**src/rtl/acc_pkg.sv**
```systemverilog
// Shared definitions for the Euler-step accumulator: FSM state encoding and the
// sign-extension helper used to widen products to the accumulator width.
package acc_pkg;

    typedef enum logic [1:0] {
        IDLE  = 2'd0,
        ACCUM = 2'd1,
        DONE  = 2'd2
    } acc_state_t;

endpackage

// Widens a two's-complement value to width w; a size cast of a signed operand replicates the sign bit.
`ifndef ACC_SEXT
`define ACC_SEXT(w, v) ((w)'($signed(v)))
`endif

```
**src/rtl/sat_add.sv**
```systemverilog
// W-bit two's-complement adder with signed-overflow flag.
// ACC_SATURATE_EN defined: clamp to signed max/min on overflow; otherwise wrap.
module sat_add #(
    parameter int W = 16
) (
    input  logic [W-1:0] a,
    input  logic [W-1:0] b,
    output logic [W-1:0] sum,
    output logic         ovf
);

    logic [W-1:0] raw;

    assign raw = a + b;
    // Only like-signed operands can overflow; the result then flips sign.
    assign ovf = (a[W-1] == b[W-1]) && (raw[W-1] != a[W-1]);

`ifdef ACC_SATURATE_EN
    localparam logic [W-1:0] SMAX = {1'b0, {(W-1){1'b1}}};
    localparam logic [W-1:0] SMIN = {1'b1, {(W-1){1'b0}}};

    always_comb begin
        sum = raw;
        if (ovf) begin
            sum = a[W-1] ? SMIN : SMAX;
        end
    end
`else
    assign sum = raw;
`endif

endmodule

```
**src/rtl/euler_accumulator.sv**
```systemverilog
// Euler-step accumulator: sums Terms signed products onto a preloaded y_n and pulses done_acc.
// Saturating arithmetic is selected by defining ACC_SATURATE_EN (see sat_add).
//
//  state | meaning
//  IDLE  | waiting for start; start preloads sum with init
//  ACCUM | accepting one term per rising edge of done_mul_in
//  DONE  | result valid, done_acc high for this single cycle
module euler_accumulator
    import acc_pkg::*;
#(
    parameter int Size    = 8,
    parameter int AccSize = 16,
    parameter int Terms   = 4,
    parameter int CntW    = 3
) (
    input  logic               clk,
    input  logic               rst_async,
    input  logic               rst_sync,
    input  logic               start,
    input  logic [AccSize-1:0] init,
    input  logic               done_mul_in,
    input  logic [Size-1:0]    d,
    output logic               busy,
    output logic               done_acc,
    output logic [AccSize-1:0] sum,
    output logic               overflow
);

    localparam logic [CntW-1:0] LAST_TERM = CntW'(Terms - 1);

    acc_state_t         state;
    logic [CntW-1:0]    count;
    logic               prev_done;
    logic               acc_en;
    logic [AccSize-1:0] d_ext;
    logic [AccSize-1:0] add_sum;
    logic               add_ovf;

    assign d_ext  = `ACC_SEXT(AccSize, d);
    // A held product-valid level contributes exactly one term.
    assign acc_en = (state == ACCUM) && done_mul_in && !prev_done;

    assign busy     = (state == ACCUM);
    assign done_acc = (state == DONE);

    sat_add #(
        .W(AccSize)
    ) u_sat_add (
        .a  (sum),
        .b  (d_ext),
        .sum(add_sum),
        .ovf(add_ovf)
    );

    always_ff @(posedge clk or posedge rst_async) begin
        if (rst_async) begin
            state     <= IDLE;
            sum       <= '0;
            count     <= '0;
            prev_done <= 1'b0;
            overflow  <= 1'b0;
        end else if (!rst_sync) begin
            state     <= IDLE;
            sum       <= '0;
            count     <= '0;
            prev_done <= 1'b0;
            overflow  <= 1'b0;
        end else begin
            prev_done <= done_mul_in;
            case (state)
                IDLE: begin
                    if (start) begin
                        sum      <= init;
                        count    <= '0;
                        overflow <= 1'b0;
                        state    <= ACCUM;
                    end
                end
                ACCUM: begin
                    if (acc_en) begin
                        sum      <= add_sum;
                        count    <= count + 1'b1;
                        overflow <= overflow | add_ovf;
                        if (count == LAST_TERM) begin
                            state <= DONE;
                        end
                    end
                end
                DONE: begin
                    state <= IDLE;
                end
                default: begin
                    state <= IDLE;
                end
            endcase
        end
    end

endmodule

```
**config.mk**
```make
export PLATFORM = sky130hd
export DESIGN_NAME = euler_accumulator
export DESIGN_NICKNAME = d
export VERILOG_FILES = /design/src/rtl/acc_pkg.sv /design/src/rtl/sat_add.sv /design/src/rtl/euler_accumulator.sv
export SDC_FILE = /design/constraint.sdc
export NUM_CORES = 1
export LEC_CHECK = 0
export BUFFER_PORTS_ARGS = -buffer_cell sky130_fd_sc_hd__buf_2
export CAP_MARGIN = 0
export CORE_ASPECT_RATIO = 1.2
export CORE_UTILIZATION = 30
export CTS_CLUSTER_SIZE = 12
export DETAILED_ROUTE_END_ITERATION = 8
export GPL_ROUTABILITY_DRIVEN = 0
export PLACE_DENSITY_LB_ADDON = 0.15
export SYNTH_ARGS = -nofsm -noshare
export SYNTH_HDL_FRONTEND = slang
export SYNTH_HIERARCHICAL = 1
export SYNTH_SLANG_ARGS = --single-unit
```
**constraint.sdc**
```tcl
create_clock -name clk -period 2.5 [get_ports clk]
set_input_delay 0.75 -clock clk [delete_from_list [all_inputs] [get_ports clk]]
set_output_delay 0.75 -clock clk [all_outputs]
set_load 0.1 [all_outputs]
```
Yosys cells after proc, flatten, opt, wreduce, memory -nomap -nowiden
Index checks and enable logic that the tools add are counted.
Word-level totals
  word-level logic and storage cells: 42
  input bits: 29
  register bits: 23
Cells by class
  bitwise logic cells: 1
  muxes and demuxes: 18
  equal/unequal tests: 9
  $add $sub $neg: 2
  reduce and logical (&&, ||, !) cells: 7
Operator list (number)
  $mux W16: 3
  $pmux W16 S2: 1
  $add A16 B16 Y16: 1
  $mux W3: 3
  $mux W2: 4
  $ne A3 B2 Y1 const B: 2
  $pmux W3 S2: 1
  $reduce_and A3 Y1: 2
  $mux W1: 4
  $pmux W2 S2: 1
  $add A3 B1 Y3 const B: 1
  $eq A3 B2 Y1 const B: 1
  $logic_and A1 B1 Y1: 3
  $ne A3 B1 Y1 const B: 1
  $ne A3 B3 Y1 const B: 1
  $eq A2 B1 Y1 const B: 1
  $eq A2 B2 Y1 const B: 1
  $logic_not A2 Y1: 1
  $pmux W1 S2: 1
  $eq A1 B1 Y1: 1
  $logic_not A1 Y1: 1
  $ne A1 B1 Y1: 1
  $or A1 B1 Y1: 1

Longest topological paths before layout
  depth in word-level cells: 7
  depth in mapped cells: 11
  mapped depth without buffers: 11

Modules after synthesis
Netlist, hierarchy kept.
By module, submodules not included
  euler_accumulator: cells each 127, area an instance 1280.0 um^2, instances 1, sequential area each 575.6 um^2
  sat_add: cells each 93, area an instance 696.9 um^2, instances 1, sequential area each 0.0 um^2

Worst setup path before layout
Ideal clock, no wire load.
  kind: register to output
  start point: reg state[0]
  end point: out busy
  slack: -374 ps
  data required time: 1750 ps
  buffers on the path: 2
  arrival time: 2124 ps
  stages on the path, launching flop included: 4
  path through: dfrtp_1 > buf_6 > clkbuf_1 > nor2b_1
Between the ends
  cells in the longest elaborated chain, start to end: 1
RTL lines
  start: declaration: RTL line euler_accumulator.sv:31  | acc_state_t state;
  start signal: assignment: RTL line euler_accumulator.sv:57  | state <= IDLE;
  start signal: assignment: RTL line euler_accumulator.sv:63  | state <= IDLE;
  start signal: assignment: RTL line euler_accumulator.sv:76  | state <= ACCUM;
  $eq A2 B1 Y1: RTL line euler_accumulator.sv:43  | assign busy = (state == ACCUM);
  end: declaration: RTL line euler_accumulator.sv:23  | output logic busy,
No other way between the ends.

Final worst setup path
  start point: in d[0]
  end point: reg sum[8]
Between the ends
  cells in the longest elaborated chain, start to end: 4
RTL lines
  start: declaration: RTL line euler_accumulator.sv:22  | input logic [Size-1:0] d,
  $add A16 B16 Y16: RTL line sat_add.sv:14  | assign raw = a + b;
  named net add_sum[8]: RTL line euler_accumulator.sv:36  | logic [AccSize-1:0] add_sum;
  $mux W16: RTL line euler_accumulator.sv:80  | if (acc_en) begin
  $pmux W16 S2: RTL line euler_accumulator.sv:70  | case (state)
  $mux W16: RTL line euler_accumulator.sv:62  | end else if (!rst_sync) begin
  end signal: assignment: RTL line euler_accumulator.sv:73  | sum <= init;
  end signal: assignment: RTL line euler_accumulator.sv:81  | sum <= add_sum;
  end: declaration: RTL line euler_accumulator.sv:25  | output logic [AccSize-1:0] sum,
The timed path passes the listed nets, and every way through them passes these cells. The select of a mux whose other input is x is not followed.
A chain may end at the register's enable or synchronous reset.

==> impl_metrics.yaml <==
clock_network:
  cts_root_buffer: "clkbuf_8"
  h-tree-depth: 1
  clock_sinks: 23
  holdBufCountCts: 0
  clk_pin_slew_worst_paths_ps: 100
  clockBufferDepth: 2
  cts_buffers: 3
  clock_latency_ps: 280
  cts_tree: "yes"
die:
  row_count: 32
  die_area_um2: 6920
  die_y_um: 90.9
  ios: 48
  die_x_um: 76.1
  start_util: 0.309
  coreArea_um2: 6410
pwr:
  irDropWorstVdd_mv: 0.261
  powerDensity_nw_per_um2: 533
  clockPowerShare: 0.177
  power.switching_mw: 0.650
  power.share.combinational: 0.528
  p_sw_frac: 0.442
  p_leak_nw: 1.42
  intPower_mw: 0.820
  total_power_mw: 1.47
  pwr-share-seq: 0.295
synthesis:
  syn-instance-count: 220
  yosysSeqAreaShare: 0.291
  synth_edf_count: 0
  netlist_area_um2: 1980
  ys_types: 39
  synth_area_per_cell_um2: 8.99
  synth-seq-cells: 23
  syn_nets: 267
  synth_warnings: 6
  ys.flop_type: "dfrtp_1"
  async_reset_ff_frac: 1.00
grt:
  grt_pass1_wl_um: 9840
  grtUsageMet1: 0.245
  antenna_found_initial: 0
  top_usage_layer: "met2"
  overflow: 0
  grt.met3_usage: 0.0182
  grt_max_degree: 24
  first_global_vias: 1915
  grt_use_total: 0.178
  grt_util_met2: 0.294
finish:
  area_growth_pct: 39.6
  n_antenna_cell: 0
  fill_cells: 680
  seqCellArea_um2: 589
  multi_input_area_um2: 1370
  drive_gt1_frac: 0.419
  final_nets: 351
worst_setup_path:
  cp-start-kind: "input pin"
  critical_path_class: "in -> reg"
  cp.required_ps: 2670
  cpPeakStageDelay_ps: 370
  cp_slowest_cell: "fa_2"
  critPathArrivalTime_ps: 2630
  crit_path_end: "sum[8]"
  r2r-end: "sum[8]"
  crit_path_max_fanout: 3
  path_cells: "buf_8 > ha_4 > fa_2 > a21oi_4 > buf_4 > o21ai_1 > a21oi_2 > o21bai_1 > a21o_1 > xor2_1 > a21oi_1 > o21ai_1 > o211a_1"
  crit_path_end_kind: "flop"
  reg2reg_depth: 12
  crit_cells: 13
  worst-path-buf-inv: 2
  r2r_slack_ps: 150
  crit_family: "compound AO/OA/AOI/OAI gates"
  crit_path_start: "d[0]"
  crit_top_cell: "o21ai_1"
  r2r-start: "sum[0]"
timing:
  tns_ps: 0
  timing.fmax_ghz: 0.408
  rsz0062_at_grt: "true"
  tightest_slew_ps: 490
  relSlewSlack: 0.676
  whs_ps: 508
  drv_slew: 0
  min_period_ps: 2450
  finClkSkew_ps: 7.86
  hold_viol: 0
  fin_crit_sh: 0.981
  setup_violations: 0
routing:
  firstDrtPassIters: 4
  wire_per_inst_um: 15.2
  drt-initial-drc-count: 86
  drc: 0
  viasPerCell: 4.93
  drt-total-wl_um: 5890
  vias: 1912
  ant_nets: 0
place:
  hpwl_um: 4210
  port_buffers: 47
min_path:
  hold_class: "in -> async"
outcome:
  status: "finished clean"
run:
  maxCapViolCount: 0
-- cell usage after synthesis (4+ instances only) --
| cell type | number | area, um2 |
|---|---|---|
| ha_1 | 17 | 213 |
| o211a_1 | 16 | 160 |
| clkbuf_1 | 5 | 18.8 |
| nor3b_1 | 16 | 120 |
| xnor2_1 | 9 | 78.8 |
| xor2_1 | 6 | 52.6 |
| inv_1 | 9 | 33.8 |
| buf_2 | 4 | 20.0 |
| nand2_1 | 11 | 41.3 |
| o21ai_0 | 20 | 100 |
| dfrtp_1 | 23 | 576 |
| nor2_1 | 7 | 26.3 |
| o21ai_1 | 4 | 20.0 |
| a21oi_1 | 29 | 145 |
| a21o_1 | 4 | 30.0 |
-- tightest hold or removal path: stages --
cell	delay, ps
buf_2	90
inv_1	40
buf_4	320
-- stage by stage --
stage / cells / setup slack [ps] / utilization / instance area (um2)
after floorplan: 220 / 11.5 / - / 2020
after global placement: 381 / -262 / 0.411 / 2630
after detailed placement: 381 / -281 / 0.411 / 2630
after CTS: 385 / 17.6 / 0.418 / 2680
after global routing: 388 / -95.2 / 0.431 / 2760
final: 388 / 47.3 / 0.431 / 2760
-- registers in the layout, summed over array words and instances (netlist names) --
name,flops
sum,16
count,3
state,2
overflow,1
prev_done,1
-- placed cells by master (no fill, tap or decap), types with 2 or more instances in the layout --
cell,count
buf_4,45
buf_2,44
a21oi_1,23
o21ai_0,17
nor3b_1,16
o211a_1,16
ha_1,15
dfrtp_1,12
nand2_1,11
dfrtp_2,11
inv_1,9
xnor2_1,9
o21ai_1,7
nor2_1,6
a21oi_2,6
xor2_1,6
a21o_1,4
a21oi_4,3
a31oi_1,3
nand3_1,3
o22ai_1,3
clkbuf_8,3
nand4_1,3
o21bai_1,3
and3_1,2
buf_12,2
nor2b_1,2
ha_4,2
-- repair_timing --
| item | in CTS | in global routing |
|---|---|---|
| setup buffers | 0 | 4 |
| endpoints found under the setup margin | 0 | 9 |
| gates resized for setup | 0 | 13 |
-- layout make-up --
class / instances / area share
Clock buffer: 3 / 0.0150
Clock inverter: 1 / 0.00181
Inverter: 9 / 0.0122
Multi-Input combinational cell: 175 / 0.497
Sequential cell: 23 / 0.214
Tap cell: 85 / 0.0385
Timing Repair Buffer: 92 / 0.222
-- power by group through the flow --
| stage | logic, mW | registers (mW) | clock network (mW) |
|---|---|---|---|
| floorplan | 0.332 | 0.625 | 0 |
| global placement | 0.747 | 0.440 | 0 |
| detailed placement | 0.748 | 0.441 | 0 |
| CTS | 0.752 | 0.434 | 0.272 |
| global route | 0.844 | 0.439 | 0.282 |
| finish | 0.777 | 0.433 | 0.260 |
-- worst min path at each step --
| stage | startpoint | end | slack, ps | cells past startpoint |
|---|---|---|---|---|
| after floorplan | count[0] | count[0] | 470 | 1 |
| after global placement | count[0] | count[0] | 490 | 1 |
| after detailed placement | count[0] | count[0] | 500 | 1 |
| after CTS | rst_async | sum[14] | 510 | 3 |
| after global routing | count[0] | count[0] | 530 | 1 |
| final | rst_async | sum[14] | 510 | 3 |
-- routing by layer --
layer,vias up,part of all wire
met5,-,0
met4,0,0.012
met3,5,0.026
met2,34,0.48
met1,890,0.49
li1,983,-
-- cell families (layout without fill, tap and decap cells) --
kind of cell    after synthesis  count (layout)  synth area share
xor+xnor                     15              15            0.0665
compound gates               91              91             0.306
mux                           1               1           0.00506
buf+inv                      22             105            0.0576
simple gates                 50              50             0.156
fa+ha+maj                    18              18             0.118
flops                        23              23             0.291
No activity file was read; power rests on OpenSTA's default activity.
